### src/rtl/z2_cycle_tracker_if.sv
// 68000-side bus signals seen by the Zorro II cycle tracker.
// The CPU/bench drives strobes and address; the tracker answers on DTACK.
interface z2_cycle_tracker_if #(
    parameter int BASE_BITS = 3
);
    logic                   AS_n;
    logic                   UDS_n;
    logic                   LDS_n;
    logic                   RW;
    logic [23:24-BASE_BITS] ADDR;
    logic                   DTACK_n;
    logic                   DTACK_OE;

    modport master (
        output AS_n, UDS_n, LDS_n, RW, ADDR,
        input  DTACK_n, DTACK_OE
    );

    modport slave (
        input  AS_n, UDS_n, LDS_n, RW, ADDR,
        output DTACK_n, DTACK_OE
    );
endinterface

### src/rtl/z2_cycle_tracker.sv
// Follows 68000 bus cycles on the Zorro II side and generates DTACK for
// cycles that hit the autoconfigured Fast RAM window.
module z2_cycle_tracker #(
    parameter int BASE_BITS = 3
) (
    input  logic                 CLK,
    input  logic                 RESET_n,
    z2_cycle_tracker_if.slave    bus,
    input  logic [BASE_BITS-1:0] ram_base,
    input  logic                 ram_configured,
    input  logic                 ram_dtack,
    output logic [1:0]           z2_state,
    output logic                 RAM_CYCLE
);

    typedef enum logic [1:0] {
        S_IDLE  = 2'b00,
        S_START = 2'b01,
        S_DATA  = 2'b10,
        S_END   = 2'b11
    } state_t;

    state_t     state;
    state_t     state_next;
    logic       as_p0, as_p1;
    logic       ds_p0, ds_p1;
    logic [1:0] sync_fill;
    logic       armed;
    logic       ram_cycle, ram_next;
    logic       seen, seen_next;
    logic       dtack_n, dtack_n_next;
    logic       dtack_oe, dtack_oe_next;
    logic       ram_match;

    assign ram_match = ram_configured && (bus.ADDR == ram_base);

    // Synchronizer stages; armed records that AS was seen negated since the
    // last cycle start, so a strobe held across reset release cannot start one.
    always_ff @(posedge CLK or negedge RESET_n) begin
        if (!RESET_n) begin
            as_p0     <= 1'b0;
            as_p1     <= 1'b0;
            ds_p0     <= 1'b0;
            ds_p1     <= 1'b0;
            sync_fill <= 2'b00;
            armed     <= 1'b0;
        end else begin
            as_p0     <= !bus.AS_n;
            as_p1     <= as_p0;
            ds_p0     <= !(bus.UDS_n & bus.LDS_n);
            ds_p1     <= ds_p0;
            sync_fill <= {sync_fill[0], 1'b1};
            if (state == S_IDLE && state_next == S_START)
                armed <= 1'b0;
            else if (sync_fill[1] && !as_p1)
                armed <= 1'b1;
        end
    end

    always_comb begin
        state_next = state;
        ram_next   = ram_cycle;
        seen_next  = seen;
        case (state)
            S_IDLE: begin
                // dtack_oe high while idle marks the release clock
                if (as_p1 && armed && !dtack_oe) begin
                    state_next = S_START;
                    ram_next   = ram_match;
                end
            end
            S_START: if (ds_p1) state_next = S_DATA;
            S_DATA:  if (ram_cycle && (seen || ram_dtack)) state_next = S_END;
            S_END:   ;
            default: state_next = S_IDLE;
        endcase

        if (state != S_IDLE && !as_p1)
            state_next = S_IDLE;
        if (state != S_IDLE && ram_cycle && ram_dtack)
            seen_next = 1'b1;
        if (state_next == S_IDLE) begin
            ram_next  = 1'b0;
            seen_next = 1'b0;
        end

        dtack_oe_next = (state_next != S_IDLE) ? ram_next
                                               : (state != S_IDLE && ram_cycle);
        dtack_n_next  = !(ram_next && seen_next && state_next != S_IDLE);
    end

    // Output register stage
    always_ff @(posedge CLK or negedge RESET_n) begin
        if (!RESET_n) begin
            state     <= S_IDLE;
            ram_cycle <= 1'b0;
            seen      <= 1'b0;
            dtack_n   <= 1'b1;
            dtack_oe  <= 1'b0;
        end else begin
            state     <= state_next;
            ram_cycle <= ram_next;
            seen      <= seen_next;
            dtack_n   <= dtack_n_next;
            dtack_oe  <= dtack_oe_next;
        end
    end

    assign z2_state     = state;
    assign RAM_CYCLE    = ram_cycle;
    assign bus.DTACK_n  = dtack_n;
    assign bus.DTACK_OE = dtack_oe;

endmodule

### src/flat_wrapper.sv
// flat-port wrapper written by rule: the top's interface ports become plain ports
module z2_cycle_tracker_flat 
#(
    parameter int BASE_BITS = 3
)
  (CLK, RESET_n, ram_base, ram_configured, ram_dtack, z2_state, RAM_CYCLE, bus_AS_n, bus_UDS_n, bus_LDS_n, bus_RW, bus_ADDR, bus_DTACK_n, bus_DTACK_OE);
  z2_cycle_tracker_if #(.BASE_BITS(BASE_BITS)) bus_i ();
  input  logic CLK;
  input  logic RESET_n;
  input  logic [BASE_BITS-1:0] ram_base;
  input  logic ram_configured;
  input  logic ram_dtack;
  output logic [1:0] z2_state;
  output logic RAM_CYCLE;
  input wire logic [$bits(bus_i.AS_n)-1:0] bus_AS_n;
  input wire logic [$bits(bus_i.UDS_n)-1:0] bus_UDS_n;
  input wire logic [$bits(bus_i.LDS_n)-1:0] bus_LDS_n;
  input wire logic [$bits(bus_i.RW)-1:0] bus_RW;
  input wire logic [$bits(bus_i.ADDR)-1:0] bus_ADDR;
  output wire logic [$bits(bus_i.DTACK_n)-1:0] bus_DTACK_n;
  output wire logic [$bits(bus_i.DTACK_OE)-1:0] bus_DTACK_OE;
  assign bus_i.AS_n = bus_AS_n;
  assign bus_i.UDS_n = bus_UDS_n;
  assign bus_i.LDS_n = bus_LDS_n;
  assign bus_i.RW = bus_RW;
  assign bus_i.ADDR = bus_ADDR;
  assign bus_DTACK_n = bus_i.DTACK_n;
  assign bus_DTACK_OE = bus_i.DTACK_OE;
  z2_cycle_tracker #(.BASE_BITS(BASE_BITS)) u_core (.CLK(CLK), .RESET_n(RESET_n), .bus(bus_i), .ram_base(ram_base), .ram_configured(ram_configured), .ram_dtack(ram_dtack), .z2_state(z2_state), .RAM_CYCLE(RAM_CYCLE));
endmodule
### config.mk
export PLATFORM = sky130hd
export DESIGN_NAME = z2_cycle_tracker_flat
export DESIGN_NICKNAME = d
export VERILOG_FILES = /design/src/rtl/z2_cycle_tracker_if.sv /design/src/rtl/z2_cycle_tracker.sv /design/src/flat_wrapper.sv
export SDC_FILE = /design/constraint.sdc
export NUM_CORES = 1
export LEC_CHECK = 0
export CAP_MARGIN = 20
export CORE_UTILIZATION = 25
export CTS_BUF_LIST = sky130_fd_sc_hd__clkbuf_8
export CTS_CLUSTER_DIAMETER = 200
export CTS_CLUSTER_SIZE = 30
export DETAILED_ROUTE_END_ITERATION = 8
export PLACE_DENSITY = 0.53
export SYNTH_ARGS = -nofsm -noshare
export SYNTH_HDL_FRONTEND = slang
export SYNTH_SLANG_ARGS = --single-unit
### constraint.sdc
create_clock -name CLK -period 1.6 [get_ports CLK]
set_input_delay 0.32 -clock CLK [delete_from_list [all_inputs] [get_ports CLK]]
set_output_delay 0.32 -clock CLK [all_outputs]
set_load 0.01 [all_outputs]
## After elaboration in Yosys (flattened, before gate mapping)

Index checks and enable logic that the tools add are counted.

- Register bits after elaboration: 13
- Bits of input ports: 14
- Output and inout port bits: 5
- Logic and storage cells: 51

- Eq/ne operators: 4
- Multiplexer cells: 13
- Bitwise gates (word level): 1
- Reduce and logical (&&, ||, !) cells: 22

Operators by type and width:

| cell | number |
|---|---|
| $logic_and 1x1->1 | 11 |
| $mux 1 | 8 |
| $mux 2 | 4 |
| $pmux 2 s3 | 1 |
| $reduce_bool 2->1 | 3 |
| $logic_not 1->1 | 5 |
| $eq 2x1->1 const B | 2 |
| $logic_not 2->1 | 2 |
| $eq 3x3->1 | 1 |
| $eq 2x2->1 const B | 1 |
| $and 1x1->1 | 1 |
| $logic_or 1x1->1 | 1 |

## Logic depth before layout (Yosys ltp)

- Depth after elaboration: 10
- Depth in mapped cells: 3
- Gate-level depth less buffers: 3

## Worst setup path after synthesis

OpenSTA, ideal clock, no wires.

- Path type: register to register
- Start: register u_core.state[1] (netlist: u_core.z2_state[1])
- End: register u_core.dtack_n (netlist: u_core.bus.DTACK_n)
- Setup time: 75 ps
- Arrival time: 1407 ps
- Data required time: 1525 ps
- Path slack: 118 ps
- Stages on the path, launching flop included: 4
- Path buffers: 0
- Period minus slack after synthesis: 1482 ps
- Cell sequence: dfrtp_1 -> or4b_4 -> or2_4 -> o211ai_2

- Longest elaborated chain between the ends: 8
- Elaborated cells on any way between the ends: 21
- Those cells by class: 2 x eq/ne; 9 x mux; 10 x reduce/logical

Ends and longest elaborated chain:

| item | RTL line | RTL |
|---|---|---|
| start: declaration | z2_cycle_tracker.sv:23 | `state_t state;` |
| start signal: assignment | z2_cycle_tracker.sv:101 | `state <= state_next;` |
| $eq 2x2->1 (tied with other cells) | z2_cycle_tracker.sv:64 | `case (state)` |
| $pmux 2 s3 (tied with other cells) | z2_cycle_tracker.sv:64 |  |
| $mux 2 / $logic_and 1x1->1 (equally long branches) | z2_cycle_tracker.sv:78, z2_cycle_tracker.sv:80 |  |
| $logic_not 2->1 / $mux 1 (equally long branches) | z2_cycle_tracker.sv:82, z2_cycle_tracker.sv:80 |  |
| $mux 1 | z2_cycle_tracker.sv:82 | `if (state_next == S_IDLE) begin` |
| $logic_and 1x1->1 | z2_cycle_tracker.sv:89 | `dtack_n_next = !(ram_next && seen_next && state_next != S_IDLE);` |
| $logic_and 1x1->1 * | z2_cycle_tracker.sv:89 |  |
| $logic_not 1->1 * | z2_cycle_tracker.sv:89 |  |
| named net u_core.dtack_n_next | z2_cycle_tracker.sv:31 | `logic dtack_n, dtack_n_next;` |
| end signal: assignment | z2_cycle_tracker.sv:104 | `dtack_n <= dtack_n_next;` |
| end: declaration | z2_cycle_tracker.sv:31 |  |

Mark *: on every way through the listed nets, which the timed path passes. The rest lies on a longest branch.
A chain may end at the register's enable or synchronous reset.

## Worst setup path in the final report

- Start: register u_core.dtack_oe (netlist: u_core.bus.DTACK_OE)
- End: output port bus_DTACK_OE

RTL lines:

| item | RTL line | RTL |
|---|---|---|
| start: declaration | z2_cycle_tracker.sv:32 | `logic dtack_oe, dtack_oe_next;` |
| start signal: assignment | z2_cycle_tracker.sv:105 | `dtack_oe <= dtack_oe_next;` |
| end: declaration | flat_wrapper.sv:21 | `output wire logic [$bits(bus_i.DTACK_OE)-1:0] bus_DTACK_OE;` |

No word-level cell between the ends.

==> results.rst <==
.. list-table::
   :header-rows: 1

   * - Metric
     - Value
   * - Clock share of power
     - 0.329
   * - Cts bufs inserted
     - 3
   * - Highest clock frequency the design can meet
     - 0.6842 GHz
   * - Final-layout fill cell count
     - 198
   * - Crit path max-delay family
     - buffers and inverters
   * - Vias in the first global route
     - 369
   * - Share of total power in sequential cells
     - 0.445
   * - Share of cells above drive strength 1
     - 0.1471
   * - Detailed placement HPWL
     - 740.8 um
   * - Switching pwr
     - 0.2107 mW
   * - Site Rows
     - 16
   * - Average vias per placed instance
     - 4.063
   * - Antenna violations before repair
     - 0
   * - Root buffer cell
     - clkbuf_8
   * - Post-synthesis register bit count
     - 13
   * - Type of the worst setup path
     - flop to primary output
   * - Initial DRC count
     - 14
   * - Post-synthesis average cell area
     - 11.91 um^2
   * - Global router's overall resource usage
     - 0.1177
   * - Total vias in the final route
     - 386
   * - Proportion of power drawn by combinational gates
     - 0.226
   * - Launching element type of the critical path
     - flop
   * - Post-synthesis cell area
     - 524.3 um^2
   * - Clock sink count
     - 13
   * - Count of H-tree levels built during CTS
     - 1
   * - Synthesized instance count
     - 44
   * - DRT Wirelength
     - 965 um
   * - Cell leakage power
     - 0.3687 nW
   * - RSZ-0062 raised after global routing
     - no
   * - Initial core utilization
     - 0.2672
   * - Largest net degree at the start of global routing
     - 14
   * - Placement-stage worst setup slack
     - 0.1077 ns
   * - Post-route clock skew
     - 0.002529 ns
   * - Power Dens Cells
     - 1053 nW/um^2
   * - Yosys cell types
     - 22
   * - Clock-pin transition on the worst setup and hold timing paths
     - 0.05 ns
   * - Sort of element at the end of the critical path
     - primary output
   * - Layout overhead on the synthesized area
     - 52.98%
   * - Synthesized netlist net count
     - 58
   * - Pins Over Slew Limit
     - 0
   * - Master of the slowest instance on the critical path
     - clkdlybuf4s50_1
   * - Final worst setup slack
     - 0.1385 ns
   * - Final weighted congestion of routability-driven global placement
     - 0.7457
   * - Final Hold Vio Count
     - 0
   * - Sw Share
     - 0.2495
   * - Total buffers and inverters traversed by the critical path
     - 1
   * - Input/output buffers
     - 17
   * - Yosys Warn Count
     - 0
   * - WP data arrival
     - 1.14 ns
   * - Average wire per standard cell
     - 10.16 um
   * - I/O pin cnt
     - 19
   * - Final sum of negative setup slack
     - 0 ns
   * - Die span in x
     - 47.80 um
   * - Share of the clock period used by the worst path
     - 0.9135
   * - Diodes inserted
     - 0
   * - Critical Path RT
     - 1.28 ns
   * - Number of nets with antenna violations after routing
     - 0
   * - Layout Nets
     - 83
   * - TritonCTS clock tree
     - built
   * - Setup violations, final
     - 0
   * - Post-route total power
     - 0.8448 mW
   * - Time the final worst path needs with I/O delays and setup
     - 1.462 ns
   * - Pint
     - 0.6340 mW
   * - Total congestion overflow after global routing
     - 0
   * - Final std cells w/o fill
     - 95
   * - Worst IR drop on VDD
     - 503.6 uV
   * - 1st-pass router iterations
     - 4
   * - Worst skew pair latency
     - 0.24 ns
   * - Max_cap viols
     - 0
   * - Sequential-to-total area share from yosys stat
     - 0.6229
   * - Cell-by-cell listing of the critical path
     - clkdlybuf4s50_1
   * - Standard cell core area
     - 1962 um^2
   * - Class of the tightest hold or removal check
     - flop to flop
   * - Total Die Area
     - 2284 um^2
   * - Crit-path max FO
     - 3
   * - Status
     - finished clean
   * - Vertical die dimension
     - 47.80 um
   * - Placed cell count
     - 91
   * - Stage delay of the slowest cell on the critical path
     - 0.54 ns
   * - Global-route wire length before repair
     - 1738 um
   * - Clock tree buffer depth
     - 2
   * - DRC
     - 0
==> routing by layer <==
metal	part of all wire	GRT usage
met2	0.43	0.1676
met5	0	0
met3	0.056	0.03396
met4	0.011	0.1000
met1	0.50	0.1456
==> registers in the layout (all words and copies together) (netlist names) <==
register             flops
u_core.bus.DTACK_OE      1
u_core.RAM_CYCLE         1
u_core.ds_p1             1
u_core.sync_fill         2
u_core.bus.DTACK_n       1
u_core.as_p0             1
u_core.ds_p0             1
u_core.z2_state          2
u_core.armed             1
u_core.as_p1             1
u_core.seen              1
==> Yosys cell counts <==
cell type / instances / area (um^2)
o21a_1: 1 / 7.510
o21ai_0: 1 / 5.000
nand4_1: 1 / 6.260
a21oi_1: 3 / 15.01
nor2b_1: 1 / 6.260
o21ai_1: 2 / 10.01
or4b_4: 1 / 13.76
o211ai_1: 2 / 15.01
o22ai_1: 1 / 6.260
dfrtp_1: 12 / 300.3
or2_4: 1 / 8.760
nand2b_1: 1 / 6.260
o211ai_2: 1 / 12.51
inv_1: 3 / 11.26
o21bai_1: 1 / 7.510
a221oi_1: 1 / 8.760
nand2_1: 1 / 3.750
and4_1: 1 / 8.760
dfstp_2: 1 / 26.28
xnor2_1: 3 / 26.28
nor2_1: 4 / 15.01
conb_1: 1 / 3.750
==> final cells by class <==
class                           count  area, um^2  share of cell area
Clock inverter                      1       3.754            0.004680
Inverter                            3       11.26             0.01404
Timing Repair Buffer               20       198.9              0.2481
Clock buffer                        3       41.29             0.05148
Multi-Input combinational cell     28       186.4              0.2324
Tap cell                           27       33.78             0.04212
Sequential cell                    13       326.6              0.4072
==> power by group through the flow <==
stage	sequential, mW	clock [mW]	combinational [mW]
detailed placement	0.381	0	0.195
global placement	0.381	0	0.195
CTS	0.376	0.293	0.192
floorplan	0.392	0	0.0947
finish	0.376	0.278	0.191
global route	0.382	0.310	0.211
==> kinds of logic (layout without fill, tap and decap cells) <==
group / count (synthesis) / count (layout) / share of synthesized area
AO/OA/AOI/OAI: 13 / 13 / 0.1671
XOR/XNOR: 3 / 3 / 0.05013
buffers and inverters: 3 / 27 / 0.02148
flip-flops: 13 / 13 / 0.6229
other: 1 / 1 / 0.007153
AND/OR/NAND/NOR: 11 / 11 / 0.1313
==> what timing repair did <==
item / CTS / global route
buffers inserted: 0 / 0
gates resized for setup: 1 / 3
endpoints found under the setup margin: 1 / 3
hold buffers: 0 / 0
endpoints found under the hold margin: 0 / 0
==> through the flow <==
stage	area [um^2]	util	hold slack (ns)
2_1_floorplan	524.3	-	0.02441
6_report	802.0	0.4088	0.3412
5_1_grt	802.0	0.4088	0.3523
3_3_place_gp	750.7	0.3827	0.3315
4_1_cts	794.5	0.4050	0.3486
3_5_place_dp	750.7	0.3827	0.3358
==> cell usage in the layout, fill, tap and decap left out, drive strengths merged, types with 3 or more instances in the layout <==
cell type / Yosys / final
dfrtp: 12 / 12
o211ai: 3 / 3
buf: 0 / 3
xnor2: 3 / 3
a21oi: 3 / 3
o21ai: 3 / 3
clkbuf: 0 / 3
nor2: 4 / 4
dlymetal6s2s: 0 / 3
inv: 3 / 4
clkdlybuf4s50: 0 / 13
==> final timing paths <==
kind / slack (ns) / depth (start not counted) / to / start
setup / recovery: 0.14 / 1 / bus_DTACK_OE / u_core.bus.DTACK_OE
hold / removal: 0.34 / 0 / u_core.sync_fill[1] / u_core.sync_fill[0]
setup reg to reg: 0.15 / 3 / u_core.bus.DTACK_OE / u_core.z2_state[1]
hold reg to reg: 0.34 / 0 / u_core.sync_fill[1] / u_core.sync_fill[0]
max in group asynchronous: 0.99 / 2 / u_core.bus.DTACK_n / RESET_n
min in group asynchronous: 0.38 / 2 / u_core.RAM_CYCLE / RESET_n
(Power assumes the default switching activity.)
